### src/rtl/aabb_overlap_seq_pkg.sv
// Shared types and constants for the sequential AABB overlap checker.
// Contents: FSM state enum, axis codes, the "no separating axis" code,
// the default coordinate width and the index of the last subtraction step.
package coll_det_pkg;

    localparam int unsigned W_DEFAULT = 16;
    localparam int unsigned NUM_AXES  = 3;

    typedef enum logic [1:0] {
        IDLE,
        CALC,
        DONE
    } state_e;

    localparam logic [1:0] AX_X     = 2'd0;
    localparam logic [1:0] AX_Y     = 2'd1;
    localparam logic [1:0] AX_Z     = 2'd2;
    localparam logic [1:0] SEP_NONE = 2'b11;

    // Two subtractions per axis, steps 0..5.
    localparam logic [2:0] LAST_STEP = 3'd5;

endpackage

### src/rtl/aabb_overlap_seq_if.sv
// Handshake and data bundle for aabb_overlap_seq.
// master: upstream/downstream side (drives boxes and out_ready).
// slave : the checker (drives in_ready and the result fields).
// Boxes are packed x=[W-1:0], y=[2W-1:W], z=[3W-1:2W].
interface aabb_overlap_seq_if
    import coll_det_pkg::*;
#(
    parameter int unsigned W = W_DEFAULT
);
    logic           in_valid;
    logic           in_ready;
    logic [3*W-1:0] a_min;
    logic [3*W-1:0] a_max;
    logic [3*W-1:0] b_min;
    logic [3*W-1:0] b_max;
    logic           out_valid;
    logic           out_ready;
    logic           collide;
    logic [1:0]     sep_axis;
    logic [W-1:0]   min_overlap;

    modport master (
        output in_valid, a_min, a_max, b_min, b_max, out_ready,
        input  in_ready, out_valid, collide, sep_axis, min_overlap
    );

    modport slave (
        input  in_valid, a_min, a_max, b_min, b_max, out_ready,
        output in_ready, out_valid, collide, sep_axis, min_overlap
    );
endinterface

### src/rtl/aabb_overlap_seq_sub_borrow_w.sv
// Combinational W-bit subtractor: d = x - y (mod 2^W), borrow = (x < y).
// Ports: x, y (operands); d (difference); borrow (1 when x < y unsigned).
module sub_borrow_w #(
    parameter int unsigned W = 16
) (
    input  logic [W-1:0] x,
    input  logic [W-1:0] y,
    output logic [W-1:0] d,
    output logic         borrow
);
    logic [W:0] sum;

    // x + ~y + 1 in W+1 bits; the carry-out is the inverted borrow.
    assign sum    = {1'b0, x} + {1'b0, ~y} + {{W{1'b0}}, 1'b1};
    assign d      = sum[W-1:0];
    assign borrow = ~sum[W];
endmodule

### src/rtl/aabb_overlap_seq.sv
// Sequential 3-axis AABB overlap checker. One shared subtractor evaluates
// six differences (two per axis), one per cycle, exiting on the first borrow.
// Ports: clk, rst (sync, active-high); bus (slave modport): in_valid/in_ready,
// a_min/a_max/b_min/b_max boxes, out_valid/out_ready, collide, sep_axis,
// min_overlap.
module aabb_overlap_seq
    import coll_det_pkg::*;
#(
    parameter int unsigned W    = W_DEFAULT,
    parameter int unsigned AXES = NUM_AXES
) (
    input logic               clk,
    input logic               rst,
    aabb_overlap_seq_if.slave bus
);
    state_e         state_q, state_d;
    logic [2:0]     step_q, step_d;
    logic [3*W-1:0] a_min_q, a_min_d, a_max_q, a_max_d;
    logic [3*W-1:0] b_min_q, b_min_d, b_max_q, b_max_d;
    logic [W-1:0]   run_min_q, run_min_d;
    logic           collide_q, collide_d;
    logic [1:0]     sep_q, sep_d;
    logic [W-1:0]   min_ov_q, min_ov_d;

    logic [W-1:0]   a_min_ax [AXES];
    logic [W-1:0]   a_max_ax [AXES];
    logic [W-1:0]   b_min_ax [AXES];
    logic [W-1:0]   b_max_ax [AXES];
    logic [1:0]     axis;
    logic [W-1:0]   op_x, op_y, diff, new_min;
    logic           borrow;

    always_comb begin
        for (int unsigned i = 0; i < AXES; i++) begin
            a_min_ax[i] = a_min_q[i*W +: W];
            a_max_ax[i] = a_max_q[i*W +: W];
            b_min_ax[i] = b_min_q[i*W +: W];
            b_max_ax[i] = b_max_q[i*W +: W];
        end
    end

    assign axis = step_q[2:1];

    // Even step: a_max - b_min; odd step: b_max - a_min.
    always_comb begin
        op_x = '0;
        op_y = '0;
        case (axis)
            AX_X: begin
                op_x = step_q[0] ? b_max_ax[0] : a_max_ax[0];
                op_y = step_q[0] ? a_min_ax[0] : b_min_ax[0];
            end
            AX_Y: begin
                op_x = step_q[0] ? b_max_ax[1] : a_max_ax[1];
                op_y = step_q[0] ? a_min_ax[1] : b_min_ax[1];
            end
            AX_Z: begin
                op_x = step_q[0] ? b_max_ax[2] : a_max_ax[2];
                op_y = step_q[0] ? a_min_ax[2] : b_min_ax[2];
            end
            default: ;
        endcase
    end

    sub_borrow_w #(
        .W (W)
    ) u_sub (
        .x      (op_x),
        .y      (op_y),
        .d      (diff),
        .borrow (borrow)
    );

    assign new_min = (diff < run_min_q) ? diff : run_min_q;

    always_comb begin
        state_d   = state_q;
        step_d    = step_q;
        a_min_d   = a_min_q;
        a_max_d   = a_max_q;
        b_min_d   = b_min_q;
        b_max_d   = b_max_q;
        run_min_d = run_min_q;
        collide_d = collide_q;
        sep_d     = sep_q;
        min_ov_d  = min_ov_q;
        case (state_q)
            IDLE: begin
                if (bus.in_valid) begin
                    a_min_d   = bus.a_min;
                    a_max_d   = bus.a_max;
                    b_min_d   = bus.b_min;
                    b_max_d   = bus.b_max;
                    step_d    = '0;
                    run_min_d = '1;
                    state_d   = CALC;
                end
            end
            CALC: begin
                if (borrow) begin
                    collide_d = 1'b0;
                    sep_d     = axis;
                    min_ov_d  = '0;
                    state_d   = DONE;
                end else begin
                    run_min_d = new_min;
                    if (step_q == LAST_STEP) begin
                        collide_d = 1'b1;
                        sep_d     = SEP_NONE;
                        min_ov_d  = new_min;
                        state_d   = DONE;
                    end else begin
                        step_d = step_q + 3'd1;
                    end
                end
            end
            DONE: begin
                if (bus.out_ready) begin
                    state_d = IDLE;
                end
            end
            default: state_d = IDLE;
        endcase
    end

    always_ff @(posedge clk) begin
        if (rst) begin
            state_q   <= IDLE;
            step_q    <= '0;
            a_min_q   <= '0;
            a_max_q   <= '0;
            b_min_q   <= '0;
            b_max_q   <= '0;
            run_min_q <= '1;
            collide_q <= 1'b0;
            sep_q     <= SEP_NONE;
            min_ov_q  <= '0;
        end else begin
            state_q   <= state_d;
            step_q    <= step_d;
            a_min_q   <= a_min_d;
            a_max_q   <= a_max_d;
            b_min_q   <= b_min_d;
            b_max_q   <= b_max_d;
            run_min_q <= run_min_d;
            collide_q <= collide_d;
            sep_q     <= sep_d;
            min_ov_q  <= min_ov_d;
        end
    end

    assign bus.in_ready    = (state_q == IDLE);
    assign bus.out_valid   = (state_q == DONE);
    assign bus.collide     = collide_q;
    assign bus.sep_axis    = sep_q;
    assign bus.min_overlap = min_ov_q;
endmodule

### src/flat_wrapper.sv
// flat-port wrapper written by rule: the top's interface ports become plain ports
module aabb_overlap_seq_flat import coll_det_pkg::*;
#(
    parameter int unsigned W    = W_DEFAULT,
    parameter int unsigned AXES = NUM_AXES
)
  (clk, rst, bus_in_valid, bus_a_min, bus_a_max, bus_b_min, bus_b_max, bus_out_ready, bus_in_ready, bus_out_valid, bus_collide, bus_sep_axis, bus_min_overlap);
  aabb_overlap_seq_if #(.W(W)) bus_i ();
  input logic clk;
  input logic rst;
  input wire logic [$bits(bus_i.in_valid)-1:0] bus_in_valid;
  input wire logic [$bits(bus_i.a_min)-1:0] bus_a_min;
  input wire logic [$bits(bus_i.a_max)-1:0] bus_a_max;
  input wire logic [$bits(bus_i.b_min)-1:0] bus_b_min;
  input wire logic [$bits(bus_i.b_max)-1:0] bus_b_max;
  input wire logic [$bits(bus_i.out_ready)-1:0] bus_out_ready;
  output wire logic [$bits(bus_i.in_ready)-1:0] bus_in_ready;
  output wire logic [$bits(bus_i.out_valid)-1:0] bus_out_valid;
  output wire logic [$bits(bus_i.collide)-1:0] bus_collide;
  output wire logic [$bits(bus_i.sep_axis)-1:0] bus_sep_axis;
  output wire logic [$bits(bus_i.min_overlap)-1:0] bus_min_overlap;
  assign bus_i.in_valid = bus_in_valid;
  assign bus_i.a_min = bus_a_min;
  assign bus_i.a_max = bus_a_max;
  assign bus_i.b_min = bus_b_min;
  assign bus_i.b_max = bus_b_max;
  assign bus_i.out_ready = bus_out_ready;
  assign bus_in_ready = bus_i.in_ready;
  assign bus_out_valid = bus_i.out_valid;
  assign bus_collide = bus_i.collide;
  assign bus_sep_axis = bus_i.sep_axis;
  assign bus_min_overlap = bus_i.min_overlap;
  aabb_overlap_seq #(.W(W), .AXES(AXES)) u_core (.clk(clk), .rst(rst), .bus(bus_i));
endmodule
### config.mk
export PLATFORM = sky130hd
export DESIGN_NAME = aabb_overlap_seq_flat
export DESIGN_NICKNAME = d
export VERILOG_FILES = /design/src/rtl/aabb_overlap_seq_pkg.sv /design/src/rtl/aabb_overlap_seq_if.sv /design/src/rtl/aabb_overlap_seq_sub_borrow_w.sv /design/src/rtl/aabb_overlap_seq.sv /design/src/flat_wrapper.sv
export SDC_FILE = /design/constraint.sdc
export NUM_CORES = 1
export LEC_CHECK = 0
export ABC_CLOCK_PERIOD_IN_PS = 9150
export BUFFER_PORTS_ARGS = -buffer_cell sky130_fd_sc_hd__buf_2
export CAP_MARGIN = 20
export CORE_ASPECT_RATIO = 0.7
export CORE_MARGIN = 2
export CORE_UTILIZATION = 55
export DETAILED_ROUTE_END_ITERATION = 8
export PLACE_DENSITY = 0.92
export SLEW_MARGIN = 30
export SYNTH_ARGS = -nofsm -noshare
export SYNTH_HDL_FRONTEND = slang
export SYNTH_SLANG_ARGS = --single-unit
### constraint.sdc
create_clock -name clk -period 9.15 [get_ports clk]
set_input_delay 1.83 -clock clk [delete_from_list [all_inputs] [get_ports clk]]
set_output_delay 1.83 -clock clk [all_outputs]
set_load 0.02 [all_outputs]
==> reports/qor.csv <==
metric;value;unit
status;finished, final reports clean;
timing.rr.start;u_core.step_q[2];
final_layout_size_suffix_gt1_frac;0.177;
fin_ws;2.26;ns
finalClockSkew;0.0198;ns
holdPathEnd;u_core.bus.min_overlap[9];
synthTopCellsByCount;nand2_1, a21oi_1, dfxtp_1, clkbuf_1, mux2i_1;
cts_max_path_buffers;3;
dr.pass1.iters;5;
synth.avg_cell_area;7.66;um^2
synth.top_cells.by_area;dfxtp_1, nand2_1, a21oi_1;
worst_pin_slew;0.973;ns
nets;1805;
syn_to_final_growth;17.8;%
yosysTopAreaCellShare;0.423;
slew_viol_final;0;
r2r_slack;2.26;ns
viasPerCell;5.82;
syn_nets;1663;
netlist_instances;1433;
grt-ovfl-total;0;
worstPathRequired;9.54;ns
cts_tree;yes;
setup_tns;0;ns
yosys_warnings;0;
row_count;43;
syn_area;11000;um^2
clock_latency;0.52;ns
gp_congestion;0.952;
avgRoutedWirePerCell;17.3;um
crit_fanout;47;
start_kind;register;
critPathKind;reg -> reg;
p_leak;5.25;nW
cp-end-kind;register;
rsz0062_at_grt;no;
yosysUniqueCellTypes;61;
hold_class;reg -> reg;
synth_edf_count;0;
period_share;0.753;
cts_buffers;23;
fmax;145;MHz
setup_violations;0;
ys_ff_latch;232;
finalHoldViolations;0;
die_y;122;um
arrival;7.28;ns
boundaryPins;217;
cts_sinks;232;
cts_resized;0;
yosysSeqAreaShare;0.423;
start_util;0.557;
reg2reg_depth;18;
io_buffers;216;
place_ws;2.28;ns
dp_hpwl;23000;um
grt_max_degree;139;
drc_errors;0;
ant_nets;0;
p_per_area;373;nW/um^2
holdWs;0.449;ns
period_needed;6.89;ns
antenna_found_initial;3;
synthArstFlopShare;0;
synth_ff_type;dfxtp_1;
drtIter0Drc;1140;
place_inst;1819;
fp.coreArea;19700;um^2
yosys.area.top_type;dfxtp_1;
wl_met1;13800;um
final_cells;1863;
yosysMostFrequentCell;nand2_1;
worstHoldStart;u_core.bus.min_overlap[9];
post_cts_buffers;0;
vias;10800;
met3_length;3610;um
grt_pass1_wl;50100;um
die_area;21100;um^2
routed_wl;32300;um
reg2reg_to;u_core.run_min_q[14];
clkTransAtPathRegs;0.06;ns
routed.top_layer;met4;
whs_path_depth;2;
grt.total_usage;0.295;
root_buffer;clkbuf_16;
cts_hold_buf;0;
cap_violations;0;
die_w;173;um
cts_max_level;1;
relSlewSlack;0.352;
wl_met2;14000;um
first_global_vias;9783;
ir_drop;0.198;mV
[sequential cells by signal, summed over array words and instances, names as in the netlist]
name and flops:
u_core.bus.collide 1, u_core.step_q 3, u_core.run_min_q 16, u_core.bus.min_overlap 16
u_core.a_max_q 48, u_core.bus.sep_axis 2, u_core.state_q 2, u_core.b_max_q 48
u_core.b_min_q 48, u_core.a_min_q 48
[stage by stage]
step	area, um^2	power, mW	util
floorplan	11000	3.12	-
global placement	12000	3.64	0.612
detailed placement	12100	3.72	0.612
CTS	12900	4.76	0.654
global route	12900	5.13	0.656
finish	12900	4.81	0.656
[worst max path at each step]
stage | start | to | slack (ns) | cells after the start
after floorplan | u_core.step_q[1] | u_core.run_min_q[10] | 3.83 | 23
after global placement | u_core.step_q[1] | u_core.run_min_q[14] | 2.58 | 17
after global routing | u_core.step_q[2] | u_core.run_min_q[14] | 1.83 | 18
final | u_core.step_q[2] | u_core.run_min_q[14] | 2.26 | 18
after detailed placement | u_core.step_q[1] | u_core.run_min_q[14] | 2.28 | 17
after CTS | u_core.step_q[1] | u_core.run_min_q[14] | 2.24 | 17
[report_power, final]
part	internal (mW)	switching [mW]	total, mW
sequential	1.19	0.108	1.30
combinational	0.885	1.59	2.47
clock	0.637	0.404	1.04
total	2.71	2.10	4.81
[final cells by class]
type / instances / area [um^2]
timing repair buffer: 224 / 1180
inverter: 25 / 93.8
clock buffer: 31 / 646
clock inverter: 10 / 184
tap: 270 / 338
multi-input combinational: 1069 / 5830
fill: 1680 / 6770
antenna: 2 / 5.00
sequential: 232 / 4650
[placed cells by master, fill, tap and decap left out, types with 3 or more instances in the layout]
cell / instances
a211oi_1: 20
a21o_1: 6
a21oi_1: 239
a221o_1: 4
a31oi_1: 16
and2_1: 3
and2_4: 3
buf_2: 215
buf_4: 5
bufinv_16: 5
clkbuf_1: 4
clkbuf_16: 23
clkbuf_8: 5
dfxtp_1: 229
ha_1: 33
inv_1: 25
mux2i_1: 64
nand2_1: 442
nand3_1: 5
nor2_1: 51
nor2b_1: 7
nor3_1: 20
o211ai_1: 20
o21a_1: 6
o21ai_0: 58
o31a_1: 3
o31ai_1: 3
o32a_1: 15
or2_2: 3
xnor2_1: 4
xor2_1: 6
[metal layers]
layer | GRT usage | up-vias
li1 | - | 5197
met1 | 0.406 | 5029
met2 | 0.460 | 541
met3 | 0.0724 | 68
met4 | 0.0916 | 0
met5 | 0 | -
[critical path, cell delays in order, from the launching register on]
cell       delay, ns
dfxtp_2         0.85
buf_4           0.53
nand2_1         0.10
o221ai_1        0.34
o21ai_0         0.27
fa_1            0.49
nor2b_1         0.21
o31a_1          0.24
o311ai_0        0.22
a311oi_1        0.36
xor2_1          0.32
ha_1            0.30
and2_4          0.15
a221oi_2        0.28
nand2_1         0.15
a2111oi_4       0.73
or2_1           0.63
nand2b_4        0.23
o32a_1          0.34
[cell families (layout without fill, tap and decap cells)]
logic type,Yosys count,after routing,share of synthesized area
simple gates,550,550,0.201
buf+inv,132,290,0.0472
mux,65,65,0.0594
fa+ha+maj,34,34,0.0395
flops,232,232,0.423
xor+xnor,10,10,0.00798
other cells,0,2,0
compound gates,410,410,0.221
No activity file was read; power rests on OpenSTA's default activity.
